--- config.mk ---
export PLATFORM = sky130hd
export DESIGN_NAME = aes_round_ctrl
export DESIGN_NICKNAME = d
export VERILOG_FILES = /design/src/rtl/aes_round_ctrl.sv
export SDC_FILE = /design/constraint.sdc
export NUM_CORES = 1
export LEC_CHECK = 0
export ABC_AREA = 0
export CORE_AREA = 2 2 259 261
export CTS_CLUSTER_SIZE = 16
export DETAILED_ROUTE_END_ITERATION = 10
export DIE_AREA = 0 0 261 263
export HOLD_SLACK_MARGIN = 0.02
export PLACE_DENSITY_LB_ADDON = 0.12
export SLEW_MARGIN = 5
export SYNTH_ARGS = -nofsm -noshare
export SYNTH_HDL_FRONTEND = slang
export SYNTH_SLANG_ARGS = --single-unit
--- constraint.sdc ---
create_clock -name clk -period 4.5 [get_ports clk]
set_input_delay 0.45 -clock clk [delete_from_list [all_inputs] [get_ports clk]]
set_output_delay 0.45 -clock clk [all_outputs]
set_load 0.02 [all_outputs]
--- src/rtl/aes_round_ctrl.sv ---
// Iterative AES-128 round sequencer: key whitening, round counting, final-round flag and handshakes.
// Optional datapath watchdog enabled by defining AES_ROUND_CTRL_TIMEOUT_EN.
module aes_round_ctrl #(
  parameter int unsigned NR         = 10,
  parameter int unsigned DP_TIMEOUT = 15
) (
  input  logic         clk,
  input  logic         rst,
  input  logic         in_valid,
  output logic         in_ready,
  input  logic [127:0] in_block,
  output logic         out_valid,
  input  logic         out_ready,
  output logic [127:0] out_block,
  output logic [3:0]   rk_idx,
  input  logic [127:0] rk_data,
  output logic         dp_en,
  output logic [127:0] dp_state,
  output logic         dp_last,
  input  logic         dp_done,
  input  logic [127:0] dp_result,
  output logic         busy,
  output logic         err
);

  typedef enum logic [1:0] {StIdle, StIssue, StWait, StOut} st_e;

  localparam logic [3:0] NrVal = 4'(NR);

  st_e          st_q, st_d;
  logic [127:0] state_q, state_d;
  logic [3:0]   round_q, round_d;
  logic         in_round;

`ifdef AES_ROUND_CTRL_TIMEOUT_EN
  localparam int unsigned WdW = (DP_TIMEOUT < 2) ? 1 : $clog2(DP_TIMEOUT + 1);
  localparam logic [WdW-1:0] WdLimit = WdW'(DP_TIMEOUT - 1);

  logic [WdW-1:0] wdog_q, wdog_d;
  logic           err_q, err_d;
`endif

  // Next-state logic; dp_done is only honoured in StWait.
  always_comb begin
    st_d    = st_q;
    state_d = state_q;
    round_d = round_q;
`ifdef AES_ROUND_CTRL_TIMEOUT_EN
    wdog_d  = wdog_q;
    err_d   = 1'b0;
`endif
    unique case (st_q)
      StIdle: begin
        if (in_valid) begin
          state_d = in_block ^ rk_data;
          round_d = 4'd1;
          st_d    = StIssue;
        end
      end
      StIssue: begin
        st_d = StWait;
`ifdef AES_ROUND_CTRL_TIMEOUT_EN
        wdog_d = '0;
`endif
      end
      StWait: begin
        if (dp_done) begin
          state_d = dp_result;
          if (round_q == NrVal) begin
            st_d = StOut;
          end else begin
            round_d = round_q + 4'd1;
            st_d    = StIssue;
          end
`ifdef AES_ROUND_CTRL_TIMEOUT_EN
        end else if (wdog_q == WdLimit) begin
          // Datapath never answered: drop the block and report once.
          err_d   = 1'b1;
          state_d = '0;
          round_d = '0;
          wdog_d  = '0;
          st_d    = StIdle;
        end else begin
          wdog_d = wdog_q + 1'b1;
`endif
        end
      end
      StOut: begin
        if (out_ready) begin
          round_d = '0;
          st_d    = StIdle;
        end
      end
      default: st_d = StIdle;
    endcase
  end

  always_ff @(posedge clk or posedge rst) begin
    if (rst) begin
      st_q    <= StIdle;
      state_q <= '0;
      round_q <= '0;
    end else begin
      st_q    <= st_d;
      state_q <= state_d;
      round_q <= round_d;
    end
  end

`ifdef AES_ROUND_CTRL_TIMEOUT_EN
  always_ff @(posedge clk or posedge rst) begin
    if (rst) begin
      wdog_q <= '0;
      err_q  <= 1'b0;
    end else begin
      wdog_q <= wdog_d;
      err_q  <= err_d;
    end
  end

  assign err = err_q;
`else
  assign err = 1'b0;
`endif

  assign in_round = (st_q == StIssue) || (st_q == StWait);

  always_comb begin
    in_ready  = (st_q == StIdle);
    busy      = (st_q != StIdle);
    dp_en     = (st_q == StIssue);
    out_valid = (st_q == StOut);
    out_block = out_valid ? state_q : '0;
    dp_state  = in_round ? state_q : '0;
    dp_last   = in_round && (round_q == NrVal);
    rk_idx    = in_round ? round_q : 4'd0;
  end

  param_legal_a: assert property (@(posedge clk)
    (NR >= 1) && (NR <= 14) && (DP_TIMEOUT >= 1));

  out_stable_a: assert property (@(posedge clk) disable iff (rst)
    (out_valid && !out_ready) |=> $stable(out_block));

  dp_en_pulse_a: assert property (@(posedge clk) disable iff (rst)
    dp_en |=> !dp_en);

endmodule
# Word level (Yosys, flattened, before mapping)

Cells that the tools add are included.

Bits in registers: 134
Input port bits: 389
Output and inout port bits: 266

$add $sub $neg: 1
Eq/ne operators: 8
Mux-type cells: 16
Bitwise operators: 1
Reductions and logical operators: 9

Operator list:

| operator                                               | count |
|---|---|
| two-way mux 128 bit                                    | 4 |
| case mux 128 bit (2 select lines)                      | 1 |
| bitwise XOR 128 bit                                    | 1 |
| two-way mux 4 bit                                      | 5 |
| case mux 4 bit (3 select lines)                        | 1 |
| two-way mux 2 bit                                      | 4 |
| case mux 2 bit (4 select lines)                        | 1 |
| inequality test 2 bit (second input constant)          | 3 |
| AND reduction 3 bit                                    | 2 |
| AND reduction 5 bit                                    | 1 |
| adder 4 x 1 -> 4 bit (second input constant)           | 1 |
| equality test 2 bit (second input constant)            | 2 |
| equality test 4 bit (second input constant)            | 1 |
| nonzero test 2 bit                                     | 2 |
| nonzero test 3 bit                                     | 1 |
| equality test 2 x 1 -> 1 bit (second input constant)   | 1 |
| logical NOT 2 bit                                      | 1 |
| inequality test 2 x 1 -> 1 bit (second input constant) | 1 |
| logical AND 1 bit                                      | 1 |
| logical OR 1 bit                                       | 1 |

# Longest topological paths before layout

Gate-level depths: netlist of the first run.

Word-level depth: 4
Gate-level depth with buffers: 10
Depth with buffers taken out: 6

# Worst setup path after synthesis of the first run

No wires, ideal clock.

Path kind: reg2out
From: register st_q[1]
To: output dp_state[127]
Arrival: 1.565 ns
Data required time: 4.050 ns
Path slack: 2.485 ns
Cell stages (with the launch flop): 6
Buffers on the path: 2
Cells stage by stage: dfrtp_1 -> inv_1 -> ha_1 -> clkbuf_1 -> clkbuf_1 -> and2_1

Cells in the longest elaborated chain, start to end: 3
Elaborated cells on any way between the ends: 4
Classes of those cells: eq/ne (2); mux (1); reduce/logical (1)

RTL lines:

| element                                                             | RTL line | text |
|---|---|---|
| start, declared                                                     | 30       | `st_e st_q, st_d;` |
| start signal, assigned                                              | 100      | `st_q <= StIdle;` |
| start signal, assigned                                              | 104      | `st_q <= st_d;` |
| equality test 2 x 1 -> 1 bit or equality test 2 bit (tied branches) | 126      | `assign in_round = (st_q == StIssue) \|\| (st_q == StWait);` |
| logical OR 1 bit *                                                  | 126      |  |
| two-way mux 128 bit *                                               | 134      | `dp_state = in_round ? state_q : '0;` |
| end, declared                                                       | 18       | `output logic [127:0] dp_state,` |

Mark *: on every way between the ends. The rest lies on a longest branch, timed or not.

# Worst setup path after layout of the first run

From: register st_q[1]
To: output rk_idx[0]

Cells in the longest elaborated chain, start to end: 3
Elaborated cells on any way between the ends: 4
Classes of those cells: eq/ne (2); mux (1); reduce/logical (1)

RTL lines:

| element                                                             | RTL line | text |
|---|---|---|
| equality test 2 x 1 -> 1 bit or equality test 2 bit (tied branches) | 126      |  |
| logical OR 1 bit *                                                  | 126      |  |
| two-way mux 4 bit *                                                 | 136      | `rk_idx = in_round ? round_q : 4'd0;` |
| end, declared                                                       | 15       | `output logic [3:0] rk_idx,` |

Marks and branches as above.

==> results.tsv, run 1 <==
stage	metric	value	unit
floorplan	row count	94	
clocking	root buf cell	clkbuf_16	
setup_path	CP arrival	2.85	ns
sta	Setup TNS Final	0	ns
synthesis	sequential cell area fraction in the yosys report	0.3688	
sta	final setup fails	0	
floorplan	core area	65630	µm²
clocking	worst skew pair latency	0.48	ns
place	Placed Area	16500	µm²
floorplan	die height	263	µm
synthesis	Syn Nets	1564	
sta	Fin Hold WS	0.3978	ns
sta	Final Hold Vio Count	0	
finish	layout cells sized above 1	0.02815	
run_status	status	finished, final reports clean	
power	Leak	6.606	nW
power	PD cells	619.2	nW/µm²
setup_path	crit end category	primary output	
sta	final worst-path cycle share	0.7332	
floorplan	DIE AREA	68640	µm²
synthesis	Synth async-reset ratio	1.000	
global_routing	vias in the first global route	9696	
sta	Final Critical Period	3.299	ns
sta	Max Clock Freq	303.1	MHz
global_routing	first-pass GRT wire length	65080	µm
clocking	clk sinks	134	
clocking	Num CTS Buffers	17	
sta	Final Skew	0.01275	ns
sta	max-slew violations	0	
synthesis	synthesized area per cell	7.791	µm²
synthesis	Most used DFF post-synth	dfrtp_1	
global_routing	initial antenna violation count	3	
clocking	Resized Gates After CTS	0	
clocking	Post-CTS Hold Buffers	0	
finish	area delta synth->final	88.77	%
finish	final core occ	0.2615	
floorplan	Die X	261	µm
synthesis	Ys Warns	0	
global_routing	total global-route track usage	0.1292	
route	TritonRoute pass-1 iters	4	
synthesis	Synth area leaders	dfrtp_1, and2_1, xnor2_1, a21oi_1, o21ai_0	
setup_path	worst r2r src	st_q[0]	
clocking	CTS H-Tree Depth	4	
floorplan	# IOs	655	
floorplan	Initial Utilization	0.1385	
flow_run	max_cap viols	0	
setup_path	startpoint class of the critical path	register	
synthesis	Cell variety after synth	31	
sta	Max-slew headroom	0.4251	
route	total number of vias	9640	
synthesis	area leader, netlist	dfrtp_1	
setup_path	CP Max Fanout	49	
place	Inst Count DP	2608	
synthesis	Gate Count Post-Synth	1167	
clocking	CTS clk-pin slew, worst paths	0.07	ns
clocking	# Post-CTS Setup Buffers	0	
synthesis	Synth Cell Area	9092	µm²
synthesis	Post-synth EDFFs	0	
synthesis	top-count cell post-synth	and2_1	
route	drt initial violations	264	
global_routing	largest net degree at the start of global routing	137	
place	gpl congestion	0.7784	
route	DR WL/cell	17.05	µm
finish	Layout Nets	2160	
route	Detailed Route WL	45050	µm
place	Post-DP HPWL	35250	µm
place	port bufs	653	
synthesis	most frequent cells after synthesis	and2_1, dfrtp_1, nor2_1	
clocking	CTS tree	yes	
route	final antenna-violating net count	0	
synthesis	Yosys reg bits	134	
setup_path	CP Launch Point	st_q[1]	
route	DRC errors left	0	
sta	Slew @ Worst Pin	0.8624	ns
finish	cell area after layout	17160	µm²
finish	Final Non-Filler Cells	2642	
synthesis	Yosys top cell area share	0.3688	
setup_path	WP data required	4.05	ns
global_routing	GRT overflow	0	
setup_path	critical path type	register to primary output	
power	worst ir drop on vdd	0.7555	mV
clocking	Clock Path Buffers	2	
route	vias per cell	3.649	
min_path	Hold Path Class	primary input to asynchronous set/reset pin	
sta	RSZ-0062 raised after global routing	no	
-- metrics by stage --
stage / power (mW) / setup slack (ns)
2_1_floorplan: 5.954 / 0.4672
3_3_place_gp: 9.209 / 1.670
3_5_place_dp: 9.215 / 1.629
4_1_cts: 10.95 / 1.053
5_1_grt: 11.54 / 0.9110
6_report: 10.63 / 1.201
-- where the power goes --
group          total [mW]  internal, mW  switching (mW)
Sequential           2.29          1.81           0.472
Clock                1.65          1.04           0.618
Combinational        6.69          2.92            3.76
-- layout make-up --
cell class	count	area [µm²]
Tap cell	864	1081
Clock inverter	13	229.0
Timing Repair Buffer	663	6686
Inverter	7	31.28
Multi-Input combinational cell	940	5345
Sequential cell	134	3353
Clock buffer	19	432.9
Fill cell	7107	48460
Antenna cell	2	5.005
-- flip-flops by register name, indices dropped and copies added (netlist names) --
signal,cells
state_q,128
round_q,4
st_q,2
-- kinds of logic (layout without fill, tap and decap cells) --
| kind of cell | Yosys count | after routing | synth area share |
|---|---|---|---|
| other | 1 | 3 | 0.0004124 |
| buffers and inverters | 93 | 702 | 0.04844 |
| and+or+nand+nor | 532 | 532 | 0.2950 |
| DFF | 134 | 134 | 0.3688 |
| adders and majority gates | 8 | 8 | 0.01101 |
| AOI/OAI and AO/OA | 271 | 271 | 0.1530 |
| xor gates and xnor gates | 128 | 128 | 0.1233 |
-- cells in the final DEF, fill, tap and decap left out, types with 7 or more instances in the layout --
cell	count
xnor2_1	128
o21ai_0	128
dfrtp_1	134
clkbuf_16	17
a21oi_1	129
clkdlybuf4s50_1	653
nand2_1	130
and2_1	258
nor2_1	133
o21ai_1	7
-- critical path, cell delays in order (launching register included) --
cell and delay, ns:
dfrtp_1 0.49, inv_1 0.15, ha_4 0.41, buf_4 0.40, inv_1 0.13, nor2_1 0.12
clkdlybuf4s50_1 0.66
-- path summary, 6_finish.rpt --
path | endpoint | slack, ns | cells past startpoint
setup / recovery | rk_idx[0] | 1.20 | 6
hold / removal | state_q[50] | 0.40 | 2
setup reg to reg | state_q[80] | 1.79 | 6
hold reg to reg | state_q[30] | 0.48 | 2
max in group asynchronous | state_q[58] | 3.20 | 3
min in group clk | state_q[30] | 0.48 | 2
-- metal layers --
metal | track usage | vias up | wire (µm)
met5 | 0 | - | 11
met4 | 0.03639 | 2 | 499
met3 | 0.04352 | 32 | 3563
met2 | 0.2356 | 332 | 23430
met1 | 0.1406 | 4333 | 17550
li1 | - | 4941 | -
No activity file was read; power rests on OpenSTA's default activity.
==> run 2: changes to the inputs <==
==> constraint.sdc (replaced) <==
create_clock -name clk -period 3.3 [get_ports clk]
set_input_delay 0.33 -clock clk [delete_from_list [all_inputs] [get_ports clk]]
set_output_delay 0.33 -clock clk [all_outputs]
set_load 0.02 [all_outputs]
==> run 2 against run 1 <==
Effect of this change:
- clock skew down 0.0071 ns
- register-to-register slack worse by 0.97 ns
- core utilization up 0.27 points
- power up 38%
- sequential cell count unchanged
- cell area up 1.0%
- clock-buffer cell count up 1
- clock power up 28%
- wire length up 1.5%
- cell count up 0.64%
- sequential share of layout area down 0.20 points
- combinational power up 39%
- critical endpoint is now dp_state[68]
- largest power group unchanged
==> results.tsv, run 2 (synthesized netlist as in run 1, its figures left out) <==
stage	metric	value	unit	change
clocking	root buf cell	clkbuf_16		
sta	Max Clock Freq	323.0	MHz	
floorplan	row count	94		unchanged
finish	most common cell after layout, fill and taps aside	clkdlybuf4s50_1		
global_routing	total global-route track usage	0.1312		+0.001944
setup_path	CP Max Fanout	68		+39%
finish	max reg flops	128		unchanged
setup_path	WP data required	2.97	ns	-1.08 ns
place	gpl congestion	0.7676		-1.4%
global_routing	first-pass GRT wire length	66280	µm	+1.8%
place	port bufs	653		unchanged
route	TritonRoute pass-1 iters	4		unchanged
finish	final core occ	0.2642		+0.002708
setup_path	worst r2r src	st_q[0]		
setup_path	reg2reg end	round_q[2]		
place	Placed Area	16680	µm²	+1.1%
min_path	Hold Path Class	primary input to asynchronous set/reset pin		
finish	commonest non-fill, non-tap cells in the layout	clkdlybuf4s50_1, and2_1, dfrtp_1		
floorplan	die height	263	µm	unchanged
setup_path	worst-path cell chain	inv_1, ha_4, buf_6, and2_1, clkdlybuf4s50_1		
finish	area delta synth->final	90.72	%	
route	drt initial violations	291		+10%
clocking	Post-CTS Hold Buffers	0		unchanged
power	PD cells	844.1	nW/µm²	+36%
sta	final worst-path cycle share	0.9382		
finish	cell area after layout	17340	µm²	+1.0%
place	Post-DP HPWL	36280	µm	+2.9%
setup_path	crit end category	primary output		
setup_path	largest stage delay on the critical path	0.63	ns	-0.03 ns
sta	Final Hold Vio Count	0		unchanged
route	Detailed Route WL	45720	µm	+1.5%
sta	Slew @ Worst Pin	0.9767	ns	+0.1144 ns
route	final antenna-violating net count	0		unchanged
clocking	clk sinks	134		unchanged
flow_run	max_cap viols	0		unchanged
setup_path	startpoint class of the critical path	register		
route	total number of vias	9755		+1.2%
clocking	Num CTS Buffers	17		unchanged
sta	Setup TNS Final	0	ns	unchanged
floorplan	Die X	261	µm	unchanged
floorplan	# IOs	655		unchanged
global_routing	GRT overflow	0		unchanged
finish	layout cells sized above 1	0.03685		+0.008698
finish	Biggest register	state_q		
floorplan	Initial Utilization	0.1385		unchanged
setup_path	R2R cell count	6		unchanged
sta	max-slew violations	0		unchanged
sta	final setup fails	0		unchanged
route	vias per cell	3.669		+0.55%
clocking	CTS H-Tree Depth	4		unchanged
sta	Max-slew headroom	0.3475		-0.07761
finish	register area	3353	µm²	unchanged
setup_path	critical path's slowest cell	clkdlybuf4s50_1		
clocking	worst skew pair latency	0.47	ns	about the same
route	DRC errors left	0		unchanged
clocking	CTS clk-pin slew, worst paths	0.06	ns	about the same
finish	Layout Nets	2175		+0.69%
global_routing	initial antenna violation count	3		unchanged
place	Inst Count DP	2622		+0.54%
finish	Final Non-Filler Cells	2659		+0.64%
sta	Final Skew	0.005634	ns	-0.007115 ns
floorplan	core area	65630	µm²	unchanged
finish	Multi-input gate area	5345	µm²	unchanged
finish	top flop regs	state_q (128), round_q (4), st_q (2)		
setup_path	critical path type	register to primary output		
setup_path	R2R setup slack	0.82	ns	-0.97 ns
setup_path	CP arrival	2.77	ns	-0.08 ns
sta	Final Critical Period	3.096	ns	
global_routing	vias in the first global route	10150		+4.7%
sta	RSZ-0062 raised after global routing	no		
floorplan	DIE AREA	68640	µm²	unchanged
run_status	status	finished, final reports clean		
clocking	CTS tree	yes		
power	Leak	6.687	nW	+1.2%
clocking	Clock Path Buffers	2		unchanged
global_routing	largest net degree at the start of global routing	119		-13%
route	DR WL/cell	17.19	µm	+0.83%
power	worst ir drop on vdd	0.6421	mV	-15%
finish	Fill cells	7087		-0.28%
[run 2: metrics by stage]
| stage | setup WS, ns | power (mW) | hold slack [ns] |
|---|---|---|---|
| after CTS | 0.08575 | 15.05 | 0.4229 |
| final | 0.2040 | 14.64 | 0.4283 |
| after floorplan | 1.305 | 8.120 | 0.4535 |
| after global routing | 0.01612 | 15.92 | 0.4737 |
| after detailed placement | 0.4767 | 12.81 | 0.4764 |
| after global placement | 0.5436 | 12.82 | 0.4728 |
[run 2: worst max-delay path, delay by kind of cell, from the launching register on]
| family | cells | cell delay, ns |
|---|---|---|
| and+or+nand+nor | 1 | 0.23 |
| adders and majority gates | 1 | 0.31 |
| buffers and inverters | 3 | 1.15 |
| DFF | 1 | 0.50 |
[run 2: area by class of cell]
class / instances / share of cell area
antenna: 4 / 0.0005772
clock inverter: 12 / 0.01010
inverter: 7 / 0.001732
clock buffer: 20 / 0.02633
timing repair buffer: 678 / 0.3973
sequential: 134 / 0.1934
multi-input combinational: 940 / 0.3082
tap: 864 / 0.06234
[run 2: worst max-delay path by stage]
stage,cells past startpoint,end,startpoint
final,5,dp_state[68],st_q[1]
after global routing,5,dp_state[20],st_q[1]
after CTS,5,dp_state[20],st_q[1]
after detailed placement,5,dp_state[20],st_q[1]
after global placement,5,dp_state[20],st_q[1]
after floorplan,1,round_q[0],rst
[run 2: what timing repair did]
action / in CTS / in global routing
endpoints found under the setup margin: 16 / 3
setup buffers: 0 / 1
pin swaps: 0 / 1
resized for setup: 1 / 0
[run 2: metal layers]
metal | wire length [µm] | vias up | global-route usage
met2 | 23890 | 341 | 0.2424
met5 | 16 | - | 0
met3 | 3334 | 40 | 0.04208
li1 | - | 4976 | -
met4 | 878 | 2 | 0.04192
met1 | 17600 | 4396 | 0.1395
[run 2: power by group]
group | switching (mW) | leakage, nW | internal (mW)
Sequential | 0.730 | 1.66 | 2.47
Clock | 0.815 | 0.302 | 1.30
Combinational | 5.15 | 4.72 | 4.17
